[config.mk]
export PLATFORM = sky130hd
export DESIGN_NAME = normalize27_flat
export DESIGN_NICKNAME = d
export VERILOG_FILES = /design/src/rtl/normalize27_if.sv /design/src/rtl/normalize27.sv /design/src/flat_wrapper.sv
export SDC_FILE = /design/constraint.sdc
export NUM_CORES = 1
export LEC_CHECK = 0
export ABC_CLOCK_PERIOD_IN_PS = 4000
export BUFFER_PORTS_ARGS = -buffer_cell sky130_fd_sc_hd__buf_2
export CELL_PAD_IN_SITES_DETAIL_PLACEMENT = 0
export CELL_PAD_IN_SITES_GLOBAL_PLACEMENT = 1
export CORE_UTILIZATION = 46
export DETAILED_ROUTE_END_ITERATION = 10
export PLACE_DENSITY = 0.87
export REMOVE_ABC_BUFFERS = 1
export SLEW_MARGIN = 20
export SYNTH_ARGS = -nofsm -noshare
export SYNTH_HDL_FRONTEND = slang
export SYNTH_SLANG_ARGS = --single-unit
[constraint.sdc]
create_clock -name clk -period 4 [get_ports clk]
set_input_delay 1 -clock clk [delete_from_list [all_inputs] [get_ports clk]]
set_output_delay 1 -clock clk [all_outputs]
set_load 0.02 [all_outputs]
[src/rtl/normalize27_if.sv]
// Handshake and data bundle between subtract26, normalize27 and the result consumer.
// The master side drives the inputs and out_ready; the slave side is the normalizer.
interface normalize27_if #(
    parameter int WIDTH = 27,
    parameter int EW    = 8
);
    logic             in_valid;
    logic             in_ready;
    logic [WIDTH-1:0] S_in;
    logic             Cout_in;
    logic [EW-1:0]    E_in;
    logic             out_valid;
    logic             out_ready;
    logic [WIDTH-1:0] M_out;
    logic [EW-1:0]    E_out;
    logic             sign_out;
    logic             zero_out;
    logic             uflow_out;

    modport master (
        output in_valid, S_in, Cout_in, E_in, out_ready,
        input  in_ready, out_valid, M_out, E_out,
        input  sign_out, zero_out, uflow_out
    );

    modport slave (
        input  in_valid, S_in, Cout_in, E_in, out_ready,
        output in_ready, out_valid, M_out, E_out,
        output sign_out, zero_out, uflow_out
    );
endinterface

[src/rtl/normalize27.sv]
// Sign-magnitude normalizer for the subtract26 difference.
// Shifts left one bit per clock until the MSB is set, the value is zero or the exponent runs out.
module normalize27 #(
    parameter int WIDTH = 27,
    parameter int EW    = 8
) (
    input logic         clk,
    input logic         reset_n,
    normalize27_if.slave bus
);
    typedef enum logic [1:0] {IDLE, NORM, DONE} state_t;

    state_t           state_q;
    logic [WIDTH-1:0] mag_q;
    logic [EW-1:0]    exp_q;
    logic             sign_q;

    logic             in_ready_q;
    logic             out_valid_q;
    logic [WIDTH-1:0] m_out_q;
    logic [EW-1:0]    e_out_q;
    logic             sign_out_q;
    logic             zero_out_q;
    logic             uflow_out_q;

    // Two's complement magnitude; the most negative value maps onto itself.
    logic [WIDTH-1:0] mag_in_d;
    assign mag_in_d = bus.Cout_in ? bus.S_in : (~bus.S_in + 1'b1);

    always_ff @(posedge clk or negedge reset_n) begin
        if (!reset_n) begin
            state_q     <= IDLE;
            mag_q       <= '0;
            exp_q       <= '0;
            sign_q      <= 1'b0;
            in_ready_q  <= 1'b1;
            out_valid_q <= 1'b0;
            m_out_q     <= '0;
            e_out_q     <= '0;
            sign_out_q  <= 1'b0;
            zero_out_q  <= 1'b0;
            uflow_out_q <= 1'b0;
        end else begin
            unique case (state_q)
                IDLE: begin
                    if (bus.in_valid) begin
                        mag_q      <= mag_in_d;
                        sign_q     <= ~bus.Cout_in;
                        exp_q      <= bus.E_in;
                        in_ready_q <= 1'b0;
                        state_q    <= NORM;
                    end
                end
                NORM: begin
                    if (mag_q == '0) begin
                        m_out_q     <= '0;
                        e_out_q     <= '0;
                        sign_out_q  <= sign_q;
                        zero_out_q  <= 1'b1;
                        uflow_out_q <= 1'b0;
                        out_valid_q <= 1'b1;
                        state_q     <= DONE;
                    end else if (mag_q[WIDTH-1] || exp_q == '0) begin
                        m_out_q     <= mag_q;
                        e_out_q     <= exp_q;
                        sign_out_q  <= sign_q;
                        zero_out_q  <= 1'b0;
                        uflow_out_q <= ~mag_q[WIDTH-1];
                        out_valid_q <= 1'b1;
                        state_q     <= DONE;
                    end else begin
                        mag_q <= {mag_q[WIDTH-2:0], 1'b0};
                        exp_q <= exp_q - 1'b1;
                    end
                end
                DONE: begin
                    if (bus.out_ready) begin
                        out_valid_q <= 1'b0;
                        in_ready_q  <= 1'b1;
                        state_q     <= IDLE;
                    end
                end
                default: begin
                    state_q <= IDLE;
                end
            endcase
        end
    end

    assign bus.in_ready  = in_ready_q;
    assign bus.out_valid = out_valid_q;
    assign bus.M_out     = m_out_q;
    assign bus.E_out     = e_out_q;
    assign bus.sign_out  = sign_out_q;
    assign bus.zero_out  = zero_out_q;
    assign bus.uflow_out = uflow_out_q;
endmodule

[src/flat_wrapper.sv]
// flat-port wrapper written by rule: the top's interface ports become plain ports
module normalize27_flat 
#(
    parameter int WIDTH = 27,
    parameter int EW    = 8
)
  (clk, reset_n, bus_in_valid, bus_S_in, bus_Cout_in, bus_E_in, bus_out_ready, bus_in_ready, bus_out_valid, bus_M_out, bus_E_out, bus_sign_out, bus_zero_out, bus_uflow_out);
  normalize27_if #(.WIDTH(WIDTH), .EW(EW)) bus_i ();
  input logic clk;
  input logic reset_n;
  input wire logic [$bits(bus_i.in_valid)-1:0] bus_in_valid;
  input wire logic [$bits(bus_i.S_in)-1:0] bus_S_in;
  input wire logic [$bits(bus_i.Cout_in)-1:0] bus_Cout_in;
  input wire logic [$bits(bus_i.E_in)-1:0] bus_E_in;
  input wire logic [$bits(bus_i.out_ready)-1:0] bus_out_ready;
  output wire logic [$bits(bus_i.in_ready)-1:0] bus_in_ready;
  output wire logic [$bits(bus_i.out_valid)-1:0] bus_out_valid;
  output wire logic [$bits(bus_i.M_out)-1:0] bus_M_out;
  output wire logic [$bits(bus_i.E_out)-1:0] bus_E_out;
  output wire logic [$bits(bus_i.sign_out)-1:0] bus_sign_out;
  output wire logic [$bits(bus_i.zero_out)-1:0] bus_zero_out;
  output wire logic [$bits(bus_i.uflow_out)-1:0] bus_uflow_out;
  assign bus_i.in_valid = bus_in_valid;
  assign bus_i.S_in = bus_S_in;
  assign bus_i.Cout_in = bus_Cout_in;
  assign bus_i.E_in = bus_E_in;
  assign bus_i.out_ready = bus_out_ready;
  assign bus_in_ready = bus_i.in_ready;
  assign bus_out_valid = bus_i.out_valid;
  assign bus_M_out = bus_i.M_out;
  assign bus_E_out = bus_i.E_out;
  assign bus_sign_out = bus_i.sign_out;
  assign bus_zero_out = bus_i.zero_out;
  assign bus_uflow_out = bus_i.uflow_out;
  normalize27 #(.WIDTH(WIDTH), .EW(EW)) u_core (.clk(clk), .reset_n(reset_n), .bus(bus_i));
endmodule
==> results.md, run 1 <==
- Critical Path End Type: flop
- Vias in the first global route: 3,221
- Commonest non-fill, non-tap cell in the layout: buf_2
- CTS root buffer: clkbuf_8
- Initial core utilization: 47.5%
- Max Cap Viol: 0
- Final ANT Viol Nets: 0
- Ys Warns: 0
- Post-route minimum period: 2.85 ns
- Register area share after synthesis: 46.9%
- Crit-path most repeated cell: nand2_1
- WL per Instance: 16.0 µm
- Max-slew headroom: 33.6%
- Setup_tns: 0 ns
- WS Path Type: flop to flop
- TritonCTS clock tree: done
- Synth Area in Simple Gates: 17.0%
- Multiplexer share of the synthesized area: 7.00%
- First-pass GRT wire length: 16,500 µm
- Area Overhead vs Synth: 14.1%
- Post-synth top area cell: dfrtp_1
- Largest net degree at the start of global routing: 79
- Worst min path class: flop to flop
- CP Buf/Inv Count: 2
- Worst-Skew Late Latency: 0.34 ns
- Gr usage total: 21.9%
- Share of the synthesized area in the top cell type: 46.2%
- DRC Markers: 0
- Cell family with most CP delay: adder cells
- Register bit count reported by yosys: 78
- Routed vias/inst: 5.59
- P_leak: 0.00227 µW
- Sink Count: 78
- Nets@finish: 543
- FFs w/ async S/R, synth: 100%
- Die Ht: 97.2 µm
- Die Area: 0.00944 mm²
- Synth cell types: 54
- Post-Synth XOR/XNOR Area: 5.05%
- Clock buffer depth: 2
- Final hold vios: 0
- WL final: 9780 µm
- Iter 0 DRT Violations: 159
- Final clock skew: 0.0123 ns
- Critical-path maximum fanout: 51
- CP arrival: 3.07 ns
- Critical path, cell by cell: inv_1 > ha_1 > nor4bb_1 > a22o_1 > o21ba_4 > nand2_1 > buf_4 > nand2_1 > o31ai_1
- Core outline area: 0.00876 mm²
- Final period utilization: 71.2%
- Unrepaired setup endpoints after global routing: no
- Worst path max stage delay: 0.69 ns
- Clock slew at reported path FFs: 0.07 ns
- Syn Area/Cell: 9.78 µm²
- GR Overflow Total: 0
- Synth Flop Type: dfrtp_1
- Die width: 97.2 µm
- Cell depth of the worst setup path: 9
- First drt pass iteration count: 4
- Slowest CP cell: ha_1
- Top-level I/O count: 80
- Fill count: 842
- Number of antenna diodes: 0
- H-tree Lvls: 3
- # placed instances: 594
- Share of post-route cells with drive strength above 1: 24.1%
- Initial antenna violation count: 0
- Adder-Cell Fraction of Synth Area: 1.80%
- Compound-Gate Fraction of Synth Area: 17.7%
- Required time of the worst setup path: 4.22 ns
- Worst-case reg-to-reg path depth: 9
- HPWL after DPL: 6700 µm
- Finished Layout Cells: 610
- WHS Path Cells: 2
- Upper clock frequency limit: 0.351 GHz
- Post-synthesis cell area: 0.00417 mm²
- Post-Syn Instances: 426
- Most frequent cells in the layout: 78 x buf_2, 77 x dfrtp_1, 55 x nand2_1, 29 x o21ai_0, 28 x nor2_1
- Hold-fix buffers, CTS: 0
- Status: finished, final reports clean
- Post-cts repair resize count: 0
- Post-route setup slack: 1.15 ns
- PortBufs: 79
- CP Launch Type: flop
- Power per Cell Area: 773 mW/mm²
- Peak supply drop: 0.308 mV
- DR vias: 3,411
- Dpl ws: 0.842 ns
- Max-slew violations: 0
- Largest family of logic cells by synthesized area: compound AO/OA/AOI/OAI gates
- Slew at the pin closest to its max-slew limit: 0.987 ns
- RePlAce Congestion: 0.895
- Final setup viols: 0
- Synth top area cells: dfrtp_1 46%, nand2_1 5.0%, mux2i_1 4.6%
- Post-synth EDFFs: 0
- Number of core rows: 34
- TritonCTS Buffers: 9
- Post-CTS Setup Repair Bufs: 0
[through the flow]
step                hold WS [ns]  cell area (µm²)  total power [µW]  utilization (%)
global route               0.497             4760              3970             54.3
global placement           0.444             4590              3150             52.4
CTS                        0.468             4760              3700             54.3
finish                     0.461             4760              3670             54.3
floorplan                  0.446             4030              2610                -
detailed placement         0.451             4590              3190             52.4
[cell type report]
cell class | count | area (µm²) | area share [%]
sequential | 78 | 1950 | 41.1
timing repair buffer | 83 | 428 | 9.00
multi-input combinational | 311 | 2020 | 42.5
clock inverter | 7 | 41.3 | 0.868
tap | 108 | 135 | 2.84
clock buffer | 9 | 124 | 2.60
inverter | 14 | 52.6 | 1.10
[kinds of logic after synthesis]
| family | after synthesis |
|---|---|
| adder cells (fa/ha/maj) | 6 |
| AND/OR/NAND/NOR | 142 |
| AO/OA/AOI/OAI | 111 |
| buffers and inverters | 37 |
| XOR/XNOR | 24 |
| multiplexers | 28 |
| flip-flops | 78 |
[cells in the mapped netlist, types with 2 or more instances]
cell      count
or4_1         4
dfrtp_1      77
a21oi_1      21
mux2_2        9
xnor2_1       8
o31ai_1       3
mux2i_1      19
nor4_1       10
a41oi_1       4
buf_2         6
o21ai_1       3
buf_6         6
buf_1         2
or3_1         2
xor2_1       16
o21ai_0      29
a31oi_1       8
clkbuf_1      9
nor3_1        9
a22o_1       21
nand3_1      15
o22ai_1       5
inv_1        13
nand2b_1      3
o211ai_1      6
ha_1          6
o221a_1       2
nor2_1       28
nand2_1      55
or4_4         2
nand4_1       2
[layer usage]
metal	track usage (%)	wire length, µm	part of all wire, %	up-vias
met5	0	0	0	-
met4	5.51	111	1.1	0
met3	4.46	456	4.7	10
met2	32.6	4300	44	96
met1	32.6	4910	50	1619
li1	-	-	-	1686
[power by group]
part           switching (µW)  leakage, µW  internal, µW
Clock                     287    0.0000885           221
Combinational            1010      0.00121           676
Sequential                325     0.000966          1160
Total                    1620      0.00227          2050
[registers in the layout (all words and copies together), names as in the netlist]
name	flops
u_core.mag_q	27
u_core.exp_q	8
u_core.bus.uflow_out	1
u_core.bus.E_out	8
u_core.bus.in_ready	1
u_core.sign_q	1
u_core.bus.sign_out	1
u_core.bus.zero_out	1
u_core.bus.M_out	27
u_core.state_q	2
u_core.bus.out_valid	1
[worst min-delay path: stages (launching register included)]
cell	delay (ns)
dfrtp_1	0.34
nand2_1	0.05
nand2_1	0.05
[worst paths after layout]
kind | slack, ns | endpoint | start
max | 1.15 | u_core.mag_q[0] | u_core.state_q[1]
min | 0.46 | u_core.bus.E_out[5] | u_core.bus.E_out[5]
max reg2reg | 1.15 | u_core.mag_q[0] | u_core.state_q[1]
min reg2reg | 0.46 | u_core.bus.E_out[5] | u_core.bus.E_out[5]
max in group asynchronous | 2.58 | u_core.mag_q[6] | reset_n
min in group asynchronous | 0.82 | u_core.bus.E_out[3] | reset_n
No activity file was read; power rests on OpenSTA's default activity.
==> run 2: changes to the inputs <==
--- a/config.mk
+++ b/config.mk
@@ -5,13 +5,13 @@
 export SDC_FILE = /design/constraint.sdc
 export NUM_CORES = 1
 export LEC_CHECK = 0
-export ABC_CLOCK_PERIOD_IN_PS = 4000
+export ABC_CLOCK_PERIOD_IN_PS = 2600
 export BUFFER_PORTS_ARGS = -buffer_cell sky130_fd_sc_hd__buf_2
 export CELL_PAD_IN_SITES_DETAIL_PLACEMENT = 0
 export CELL_PAD_IN_SITES_GLOBAL_PLACEMENT = 1
-export CORE_UTILIZATION = 46
+export CORE_UTILIZATION = 38
 export DETAILED_ROUTE_END_ITERATION = 10
-export PLACE_DENSITY = 0.87
+export PLACE_DENSITY = 0.77
 export REMOVE_ABC_BUFFERS = 1
 export SLEW_MARGIN = 20
 export SYNTH_ARGS = -nofsm -noshare
==> constraint.sdc (replaced) <==
create_clock -name clk -period 2.6 [get_ports clk]
set_input_delay 0.65 -clock clk [delete_from_list [all_inputs] [get_ports clk]]
set_output_delay 0.65 -clock clk [all_outputs]
set_load 0.02 [all_outputs]
==> results.md, run 2 (same netlist as run 1, synthesis figures left out) <==
- Setup_tns: 0 ns
- Post-cts repair resize count: 0
- DRC Markers: 0
- TritonCTS clock tree: done
- Number of antenna diodes: 0
- Critical Path End Type: flop
- CTS root buffer: clkbuf_8
- Slew at the pin closest to its max-slew limit: 0.619 ns
- Die Area: 0.0114 mm²
- WL per Instance: 16.2 µm
- TritonCTS Buffers: 9
- Core outline area: 0.0105 mm²
- WL final: 10,600 µm
- First drt pass iteration count: 5
- Power per Cell Area: 1190 mW/mm²
- Post-route minimum period: 2.40 ns
- Clock buffer depth: 2
- Worst Setup EP: u_core.mag_q[24]
- WS Path Type: flop to flop
- Nets@finish: 557
- Vias in the first global route: 3,310
- Gr usage total: 19.2%
- Number of core rows: 37
- Worst R2R End: u_core.mag_q[24]
- First-pass GRT wire length: 17,200 µm
- Most frequent cells in the layout: 78 x buf_2, 77 x dfrtp_1, 55 x nand2_1, 29 x o21ai_0, 28 x nor2_1
- GR Overflow Total: 0
- Share of post-route cells with drive strength above 1: 26.0%
- Area Overhead vs Synth: 19.0%
- Peak supply drop: 0.564 mV
- DR vias: 3,545
- Worst min path class: input port to async pin
- Commonest non-fill, non-tap cell in the layout: buf_2
- Die width: 107 µm
- Fill count: 1,054
- Post-CTS Setup Repair Bufs: 0
- Max-slew violations: 0
- Final period utilization: 92.4%
- Final ANT Viol Nets: 0
- Required time of the worst setup path: 2.84 ns
- Clock slew at reported path FFs: 0.08 ns
- Total Power: 5910 µW
- Critical-path maximum fanout: 47
- RePlAce Congestion: 0.829
- P_leak: 0.00235 µW
- Status: finished, final reports clean
- Crit path from: u_core.exp_q[0]
- Initial core utilization: 39.8%
- Top-level I/O count: 80
- Max Cap Viol: 0
- Max-slew headroom: 58.5%
- Final clock skew: 0.0119 ns
- Hold-fix buffers, CTS: 0
- CP arrival: 2.64 ns
- Final hold vios: 0
- WHS: 0.288 ns
- Upper clock frequency limit: 0.416 GHz
- Initial antenna violation count: 0
- Die Ht: 107 µm
- Area taken by multi-input logic gates: 0.00202 mm²
- Final setup viols: 0
- Iter 0 DRT Violations: 158
- Sink Count: 78
- Worst-Skew Late Latency: 0.35 ns
- Routed vias/inst: 5.44
- Largest net degree at the start of global routing: 48
- CP Launch Type: flop
- R2R Setup Slk: 0.20 ns
- H-tree Lvls: 3
- FF-to-FF Start: u_core.exp_q[0]
- Unrepaired setup endpoints after global routing: no
- Sequential Area: 0.00195 mm²
- PortBufs: 79
- HPWL after DPL: 7660 µm
- Worst-case reg-to-reg path depth: 8
run 2: cell types whose count changed in the layout (fill, tap and decap cells not counted):
cell | before | now
buf_4 | 5 | 16
clkinvlp_4 | 1 | 3
bufinv_16 | 0 | 1
buf_12 | 0 | 3
clkinv_2 | 5 | 2
clkbuf_1 | 0 | 1
clkinv_4 | 1 | 0
run 2: cell type report:
cell class / count / share of cell area (%)
Inverter: 14 / 1.06
Clock buffer: 10 / 2.57
Multi-Input combinational cell: 311 / 40.8
Sequential cell: 78 / 39.4
Timing Repair Buffer: 97 / 11.5
Clock inverter: 6 / 1.26
Tap cell: 136 / 3.43
run 2: worst max-delay path, cell delays in order (launching register included):
cell,delay (ns)
dfrtp_1,0.41
inv_1,0.10
ha_1,0.24
nor4bb_1,0.15
a22o_1,0.23
o21ba_4,0.40
nand2_1,0.25
buf_12,0.25
o31ai_1,0.26
run 2: routing by layer:
layer | track usage [%] | share of wire [%] | vias up
met2 | 29.5 | 46 | 105
met3 | 3.59 | 4.7 | 13
met4 | 5.58 | 1.3 | 0
met5 | 0 | 0 | -
li1 | - | - | 1720
met1 | 27.6 | 48 | 1707
run 2: per-stage QoR:
stage                     utilization [%]  area (µm²)  worst slack [ns]  instances
after global placement               45.6        4770            0.0380        636
after detailed placement             45.6        4770           -0.0579        636
after CTS                            47.4        4960             0.177        652
final                                47.4        4960             0.198        652
after floorplan                         -        4030            -0.739        403
after global routing                 47.4        4960           0.00443        652
run 2: how the worst min path moves through the flow:
stage	to	slack, ns	start
final	u_core.bus.E_out[2]	0.29	reset_n
after global routing	u_core.bus.E_out[2]	0.33	reset_n
after CTS	u_core.bus.E_out[2]	0.31	reset_n
after detailed placement	u_core.bus.E_out[6]	0.45	u_core.bus.E_out[6]
after global placement	u_core.bus.E_out[4]	0.45	u_core.bus.E_out[4]
after floorplan	u_core.bus.E_out[0]	0.35	reset_n
run 2: power breakdown:
| part | leakage (µW) | switching [µW] | total, µW | internal (µW) |
|---|---|---|---|---|
| logic | 0.00129 | 1600 | 2730 | 1130 |
| clock network | 0.0000883 | 456 | 897 | 441 |
| registers | 0.000966 | 500 | 2280 | 1780 |
| total | 0.00235 | 2560 | 5910 | 3350 |
